[config.mk]
export PLATFORM = sky130hd
export DESIGN_NAME = etapa_if
export DESIGN_NICKNAME = d
export VERILOG_FILES = /design/src/rtl/etapa_if.sv
export SDC_FILE = /design/constraint.sdc
export NUM_CORES = 1
export LEC_CHECK = 0
export BUFFER_PORTS_ARGS = -buffer_cell sky130_fd_sc_hd__buf_2
export CAP_MARGIN = 20
export CORE_MARGIN = 1.5
export CORE_UTILIZATION = 47
export DETAILED_ROUTE_END_ITERATION = 8
export PLACE_DENSITY_LB_ADDON = 0.05
export SLEW_MARGIN = 5
export SYNTH_ARGS = -nofsm -noshare
export SYNTH_HDL_FRONTEND = slang
export SYNTH_SLANG_ARGS = --single-unit
[constraint.sdc]
create_clock -name clk -period 3.8 [get_ports clk]
set_clock_uncertainty 0.2 [all_clocks]
set_input_delay 0.76 -clock clk [delete_from_list [all_inputs] [get_ports clk]]
set_output_delay 0.76 -clock clk [all_outputs]
set_load 0.005 [all_outputs]
[src/rtl/etapa_if.sv]
// etapa_if -- instruction fetch stage.
//
// Issues one instruction-memory request at a time, delivers fetched words to
// the IF/ID buffer, honours a downstream stall and redirects on a taken branch.
//
// Ports:
//   clk, rst_n       clock, asynchronous active-low reset
//   stall            downstream hold: outputs must not change while high
//   branch_taken     redirect request from execute
//   branch_target    redirect address (bits [1:0] ignored)
//   imem_req         registered request to instruction memory
//   imem_addr        fetch address, stable until the request is acked
//   imem_ack         one-cycle acceptance pulse, imem_rdata valid that cycle
//   imem_rdata       fetched instruction word
//   instr_out        instruction to IF/ID (NOP_INSTR while nothing is held)
//   pc_out           address of instr_out
//   valid_out        1 = instr_out/pc_out is a real instruction
module etapa_if #(
   parameter logic [63:0] RESET_PC  = 64'h0,
   parameter logic [31:0] NOP_INSTR = 32'h00000013
) (
   input  logic        clk,
   input  logic        rst_n,
   input  logic        stall,
   input  logic        branch_taken,
   input  logic [63:0] branch_target,
   output logic        imem_req,
   output logic [63:0] imem_addr,
   input  logic        imem_ack,
   input  logic [31:0] imem_rdata,
   output logic [31:0] instr_out,
   output logic [63:0] pc_out,
   output logic        valid_out
);

   typedef enum logic [1:0] {IDLE, REQ, DISCARD, HOLD} state_t;

   state_t      state;
   logic [63:0] pc;
   logic [63:0] hold_pc;
   logic [31:0] hold_instr;

   logic [63:0] target_aligned;
   logic [63:0] pc_next;

   assign target_aligned = {branch_target[63:2], 2'b00};
   assign pc_next        = pc + 64'd4;   // wraps modulo 2^64

   // In DISCARD, pc already holds the redirect target while imem_addr keeps
   // the outstanding address until its ack; hence the separate address reg.
   always_ff @(posedge clk or negedge rst_n) begin
      if (!rst_n) begin
         state      <= IDLE;
         pc         <= RESET_PC;
         imem_req   <= 1'b0;
         imem_addr  <= RESET_PC;
         instr_out  <= NOP_INSTR;
         pc_out     <= '0;
         valid_out  <= 1'b0;
         hold_pc    <= '0;
         hold_instr <= '0;
      end else begin
         case (state)
            IDLE: begin
               state     <= REQ;
               imem_req  <= 1'b1;
               imem_addr <= pc;
            end

            REQ: begin
               if (branch_taken) begin
                  pc         <= target_aligned;
                  valid_out  <= 1'b0;
                  hold_pc    <= '0;
                  hold_instr <= '0;
                  if (imem_ack) begin
                     imem_addr <= target_aligned;
                  end else begin
                     state <= DISCARD;
                  end
               end else if (imem_ack) begin
                  if (stall) begin
                     hold_instr <= imem_rdata;
                     hold_pc    <= pc;
                     imem_req   <= 1'b0;
                     state      <= HOLD;
                  end else begin
                     instr_out <= imem_rdata;
                     pc_out    <= pc;
                     valid_out <= 1'b1;
                     pc        <= pc_next;
                     imem_addr <= pc_next;
                  end
               end else if (!stall) begin
                  valid_out <= 1'b0;
               end
            end

            DISCARD: begin
               if (branch_taken) begin
                  pc         <= target_aligned;
                  valid_out  <= 1'b0;
                  hold_pc    <= '0;
                  hold_instr <= '0;
                  if (imem_ack) begin
                     imem_addr <= target_aligned;
                     state     <= REQ;
                  end
               end else if (imem_ack) begin
                  imem_addr <= pc;
                  state     <= REQ;
               end
            end

            HOLD: begin
               if (branch_taken) begin
                  pc         <= target_aligned;
                  valid_out  <= 1'b0;
                  hold_pc    <= '0;
                  hold_instr <= '0;
                  imem_req   <= 1'b1;
                  imem_addr  <= target_aligned;
                  state      <= REQ;
               end else if (!stall) begin
                  instr_out <= hold_instr;
                  pc_out    <= hold_pc;
                  valid_out <= 1'b1;
                  pc        <= pc_next;
                  imem_req  <= 1'b1;
                  imem_addr <= pc_next;
                  state     <= REQ;
               end
            end

            default: begin
               state    <= IDLE;
               imem_req <= 1'b0;
            end
         endcase
      end
   end

endmodule

==> results.toml, run 1 <==
[status]
status = "finished clean"

[floorplan]
die_w_um = 203.0
rows = 73
core_um2 = 39640
dieArea_um2 = 41210
die_h_um = 203.0
ios = 263
start_util_pct = 47.42

[cts]
cts_sinks = 320
clock_tree.root_cell = "clkbuf_16"
cts_htree_levels = 2
clock_latency_ns = 0.57
cts_made_buffers = 40
clockBufferDepth = 3
path_clk_slew_ns = 0.06
cts_tree = "built"

[synth]
yosysUniqueCellTypes = 73
yosysTopAreaCell = "dfrtp_1"
synth_ff_type = "dfrtp_1"
synth_area_leaders = "dfrtp_1 42%, mux2i_1 8.4%, a21oi_1 6.2%"
post-synth-top-count-cell = "dfrtp_1"
yosys_warnings = 0
netlist_area_um2 = 18800
seq_area_frac_synth_pct = 42.62
async_reset_ff_share_pct = 100.0
synth_top_cell_area_share_pct = 42.20
synthCells = 2199
synth_fp_nets = 2301
synth_edf_count = 0
synth-seq-cells = 320
synthTopCellsByCount = "317 x dfrtp_1, 235 x nand2_1, 234 x a21oi_1"
syn_avg_cell_area_um2 = 8.549

[worst_setup_path]
crit_chain = "ha_1 -> nand4_1 -> or3_1 -> nor4b_1 -> buf_4 -> nor3b_1 -> a31oi_1 -> o22a_1"
cp_max_fo = 11
worstPathRequired_ns = 4.06
worst_setup_path_start_kind = "flop"
critPathCaptureType = "flop"
crit_slowest_cell = "dfrtp_1"
critical_path_arrival_ns = 3.66
critical_path_class = "flop to flop"
max_stage_delay_ns = 0.57

[placement]
gp_congestion = 0.9602
placed_cells = 2844
dpl_worst_slack_ns = 0.4485
portBuffers = 260
place_hpwl_mm = 46.39

[timing]
post-route-min-period_ns = 3.402
period_share_pct = 89.53
tightest_slew_ns = 0.9298
hold_violations = 0
rsz0062_at_grt = "false"
setup_viol = 0
final-max-slew-violation-count = 0
setup_slack_ns = 0.3979
fin_setup_tns_ns = 0
relSlewSlack_pct = 37.44
max_freq_mhz = 293.9

[route]
ant_nets = 0
firstDrtPassIters = 6
vias_per_cell = 6.396
routedWlPerCell_um = 23.75
wirelength_mm = 69.34
vias = 18670
drt-initial-drc-count = 1810
drc_errors = 0

[layout]
drive_gt1_share_pct = 19.35
final_cell_count_no_fill = 2919
final_nets = 2464
area_delta_synth_final_pct = 18.62

[global_routing]
antenna_found_initial = 0
overflow = 0
track_usage_pct = 33.35
grt_pass1_vias = 17570
grt_start_max_net_pins = 98
grt_pass1_wl_mm = 106.5

[pwr]
p_leak_nw = 10.05
power_density_nw_per_um2 = 587.0
vdd_drop_max_mv = 0.3486

[worst_hold_path]
hold_class = "input port to flop"

[job]
cap_viol_max_count = 0
## report_power, final
part | switching [mW] | internal [mW]
Combinational | 2.13 | 1.56
Clock | 1.60 | 2.69
Sequential | 0.949 | 4.16
Total | 4.67 | 8.42
## cell type report
type | count | area (µm²)
fill | 3660 | 17340
multi-input combinational | 1615 | 9831
tap | 525 | 656.9
timing repair buffer | 358 | 2205
clock inverter | 18 | 331.6
antenna | 1 | 2.502
sequential | 320 | 8013
clock buffer | 55 | 1159
inverter | 27 | 101.3
## worst max-delay path, delay by kind of cell (launching register included)
kind	cells	cell delay [ns]
DFF	1	0.57
adders and majority gates	1	0.35
AOI/OAI and AO/OA	2	0.37
buffers and inverters	1	0.27
and+or+nand+nor	4	1.53
## path summary, 6_finish.rpt
check | depth (start not counted) | to | slack (ns) | from
setup reg to reg | 8 | pc[48]$_DFFE_PN0P_ | 0.40 | pc[2]$_DFFE_PN0P_
hold reg to reg | 1 | imem_addr[0]$_DFFE_PN0P_ | 0.28 | imem_addr[0]$_DFFE_PN0P_
max in group asynchronous | 3 | imem_addr[46]$_DFFE_PN0P_ | 2.01 | rst_n
setup / recovery | 8 | pc[48]$_DFFE_PN0P_ | 0.40 | pc[2]$_DFFE_PN0P_
min in group asynchronous | 2 | hold_instr[10]$_DFFE_PN0P_ | 0.55 | rst_n
hold / removal | 2 | hold_instr[7]$_DFFE_PN0P_ | 0.22 | imem_rdata[7]
## flip-flops by register name, summed over array words and instances, names as in the netlist
register	flops
hold_pc	63
pc_out	63
hold_instr	32
imem_req	1
instr_out	32
valid_out	1
pc	62
state	2
imem_addr	64
## cells in the final DEF, fill, tap and decap left out, types with 9 or more instances in the layout
master / instances
dfrtp_1: 316
buf_2: 257
nand2_1: 234
a21oi_1: 234
nor2_1: 223
mux2i_1: 157
o21ai_0: 111
a22o_1: 95
buf_4: 87
a31oi_1: 68
nand3_1: 55
o22ai_1: 47
nor3_1: 44
clkbuf_16: 41
nand4_1: 37
o211ai_1: 26
inv_1: 25
and3_1: 20
a211oi_1: 19
o221ai_1: 16
o22a_1: 15
and2_1: 14
nor4_1: 14
o21a_1: 14
xnor2_1: 12
a311oi_1: 12
buf_12: 12
or3_1: 11
a2bb2oi_1: 11
and4_1: 9
## kinds of logic after synthesis
group,after synthesis,synth area share (%)
AND/OR/NAND/NOR,701,16.98
flip-flops,320,42.62
adder cells (fa/ha/maj),1,0.06655
AO/OA/AOI/OAI,730,25.12
XOR/XNOR,19,0.8852
buffers and inverters,264,5.544
multiplexers,164,8.779
## routing by layer
layer / routed length, µm / vias up / track usage (%)
met5: 0 / - / 0
met1: 31230 / 9178 / 49.16
met4: 2527 / 0 / 13.65
met2: 29350 / 941 / 48.41
met3: 6227 / 155 / 5.490
li1: - / 8395 / -
## what timing repair did
action	4_1_cts	5_1_grt
hold endpoints to repair	62	0
hold buffers	1	0
buffers inserted	0	0
gates resized for setup	0	0
## metrics by stage
step	cell area [µm²]	hold WS (ns)	power (mW)	utilization [%]
CTS	22300	0.1846	13.10	56.25
detailed placement	20800	0.2712	8.779	52.46
finish	22300	0.2219	13.09	56.25
global placement	20800	0.2653	8.676	52.46
global route	22300	0.2189	13.74	56.25
floorplan	18800	0.2539	7.095	-
(Power assumes the default switching activity.)
==> run 2, diff against run 1 <==
--- a/config.mk
+++ b/config.mk
@@ -5,6 +5,7 @@
 export SDC_FILE = /design/constraint.sdc
 export NUM_CORES = 1
 export LEC_CHECK = 0
+export ABC_AREA = 1
 export BUFFER_PORTS_ARGS = -buffer_cell sky130_fd_sc_hd__buf_2
 export CAP_MARGIN = 20
 export CORE_MARGIN = 1.5
==> run 2 against run 1 <==
Against the previous run: design area shrank 0.67%; synthesized area grew 1.4%; utilization shrank 0.76 points; total power grew 46%; worst hold slack gained 0.0068 ns; wire length grew 10%; combinational power grew 130%; synthesized cell count grew 24%; clock-buffer cell count shrank 1; sequential share of layout area grew 0.24 points; sequential power grew 27%; critical path depth shrank 2; critical path type unchanged; largest power group is now combinational logic.
==> results.toml, run 2 <==
[route]
vias_per_cell = 6.018
ant_nets = 0
met3_length_mm = 8.559
drc_errors = 0
drt-initial-drc-count = 2448
vias = 20760
highest_layer = "met4"
wirelength_mm = 76.59
firstDrtPassIters = 6
routedWlPerCell_um = 22.20
wl_met1_mm = 33.55
met2_length_mm = 31.21

[worst_setup_path]
cp_max_fo = 85
critical_path_arrival_ns = 3.43
critPathCaptureType = "flop"
worstPathRequired_ns = 4.07
critical_path_class = "flop to flop"
worst_setup_path_start_kind = "flop"

[global_routing]
grt_pass1_wl_mm = 116.3
grt_pass1_vias = 19470
track_usage_pct = 36.47
grt_start_max_net_pins = 96
antenna_found_initial = 2
overflow = 0

[synth]
syn_avg_cell_area_um2 = 6.989
synth_area_leaders = "dfrtp_1 42%, nand2_1 15%, o21ai_0 8.0%"
yosys_warnings = 0
post-synth-top-count-cell = "nand2_1"
netlist_area_um2 = 19070
synth_ff_type = "dfrtp_1"
seq_area_frac_synth_pct = 42.02
yosysTopAreaCell = "dfrtp_1"
synthTopCellsByCount = "777 x nand2_1, 317 x dfrtp_1, 305 x o21ai_0"
yosysUniqueCellTypes = 35
synth_top_cell_area_share_pct = 41.60
async_reset_ff_share_pct = 100.0
synth_fp_nets = 2830
synth_edf_count = 0
synth-seq-cells = 320
synthCells = 2728

[layout]
regArea_um2 = 8011
largest_registers = "imem_addr (64), hold_pc (63), pc_out (63)"
regMostFlops = "imem_addr"
largest_reg_flops = 64
layout_commonest_cell = "nand2_1"
multi_input_area_um2 = 9594
area_delta_synth_final_pct = 16.16
layout_common_cells = "775 x nand2_1, 317 x dfrtp_1, 305 x o21ai_0"
final_nets = 2997
final_cell_count_no_fill = 3450
nFillCells = 3863
drive_gt1_share_pct = 14.77

[status]
status = "finished clean"

[worst_hold_path]
hold_class = "input port to flop"

[floorplan]
ios = 263
dieArea_um2 = 41790
core_um2 = 39910
start_util_pct = 47.77
rows = 73
die_w_um = 204.4
die_h_um = 204.4

[pwr]
finalPower_mw = 19.06
vdd_drop_max_mv = 0.7265
power_density_nw_per_um2 = 860.7
p_leak_nw = 10.21

[cts]
clock_tree.root_cell = "clkbuf_16"
cts_resized = 0
cts_made_buffers = 39
clock_latency_ns = 0.57
cts_tree = "built"
path_clk_slew_ns = 0.06
cts_sinks = 320
clockBufferDepth = 3
cts_htree_levels = 2

[job]
cap_viol_max_count = 0

[placement]
portBuffers = 260
gp_congestion = 1.002
placed_cells = 3378
place_hpwl_mm = 51.43

[timing]
rsz0062_at_grt = "false"
hold_ws_ns = 0.2286
max_freq_mhz = 316.1
hold_violations = 0
setup_viol = 0
period_share_pct = 83.24
relSlewSlack_pct = 23.83
final-max-slew-violation-count = 0
fin_setup_tns_ns = 0
post-route-min-period_ns = 3.163
tightest_slew_ns = 1.143
run 2: cell types whose count changed after synthesis, moves of 89 or more:
| cell | change |
|---|---|
| nand2_1 | +542 |
| o21ai_0 | +194 |
| mux2i_1 | -157 |
| inv_1 | +145 |
| nand3_1 | +98 |
| a22o_1 | -95 |
| clkbuf_1 | -89 |
run 2: layer usage:
layer | track usage (%) | vias up
met4 | 14.76 | 0
met1 | 54.06 | 9821
li1 | - | 9489
met5 | 0 | -
met3 | 7.765 | 220
met2 | 51.21 | 1233
run 2: worst paths after layout:
check	depth (start not counted)	slack, ns	from	to
hold reg to reg	2	0.30	hold_pc[1]$_DFFE_PN0P_	hold_pc[1]$_DFFE_PN0P_
hold / removal	3	0.23	imem_rdata[1]	instr_out[1]$_DFFE_PN1P_
min in group asynchronous	2	0.56	rst_n	instr_out[19]$_DFFE_PN0P_
setup reg to reg	6	0.64	state[0]$_DFFE_PN0P_	hold_instr[19]$_DFFE_PN0P_
max in group asynchronous	3	1.87	rst_n	imem_addr[58]$_DFFE_PN0P_
setup / recovery	6	0.64	state[0]$_DFFE_PN0P_	hold_instr[19]$_DFFE_PN0P_
run 2: timing repair:
action | in CTS | in global routing
setup endpoints to repair | 0 | 0
hold endpoints to repair | 2 | 0
hold buffers | 1 | 0
buffers inserted | 0 | 0
run 2: critical path: stages (launching register included):
cell and delay (ns):
dfrtp_1 0.56, inv_2 0.32, nor2_4 0.17, buf_4 0.66
nand4_1 0.28, buf_4 0.47, o21ai_0 0.33
run 2: kinds of logic (layout without fill, tap and decap cells):
logic type	after synthesis	after routing	share of synthesized area, %
compound gates	774	774	22.65
xor+xnor	23	23	1.056
fa+ha+maj	1	1	0.06561
buf+inv	369	565	8.039
flops	320	320	42.02
other cells	0	1	0
simple gates	1241	1241	26.18
run 2: where the power goes:
| part | total (mW) | internal (mW) | switching [mW] |
|---|---|---|---|
| clock network | 3.97 | 2.38 | 1.58 |
| logic | 8.61 | 2.93 | 5.67 |
| registers | 6.49 | 4.87 | 1.62 |
| total | 19.1 | 10.2 | 8.88 |
run 2: area by class of cell:
cell class	instances	area share [%]
multi-input combinational	2039	43.32
sequential	320	36.17
timing repair buffer	314	8.327
clock buffer	54	5.158
inverter	181	3.084
tap	525	2.966
clock inverter	16	0.9660
antenna	1	0.01130
run 2: through the flow:
step	instance area, µm²	setup slack, ns	utilization [%]
after global routing	22150	0.5310	55.48
after global placement	20780	0.7774	52.06
after CTS	22150	0.7030	55.48
final	22150	0.6369	55.49
after detailed placement	20780	0.6852	52.06
after floorplan	19070	1.628	-
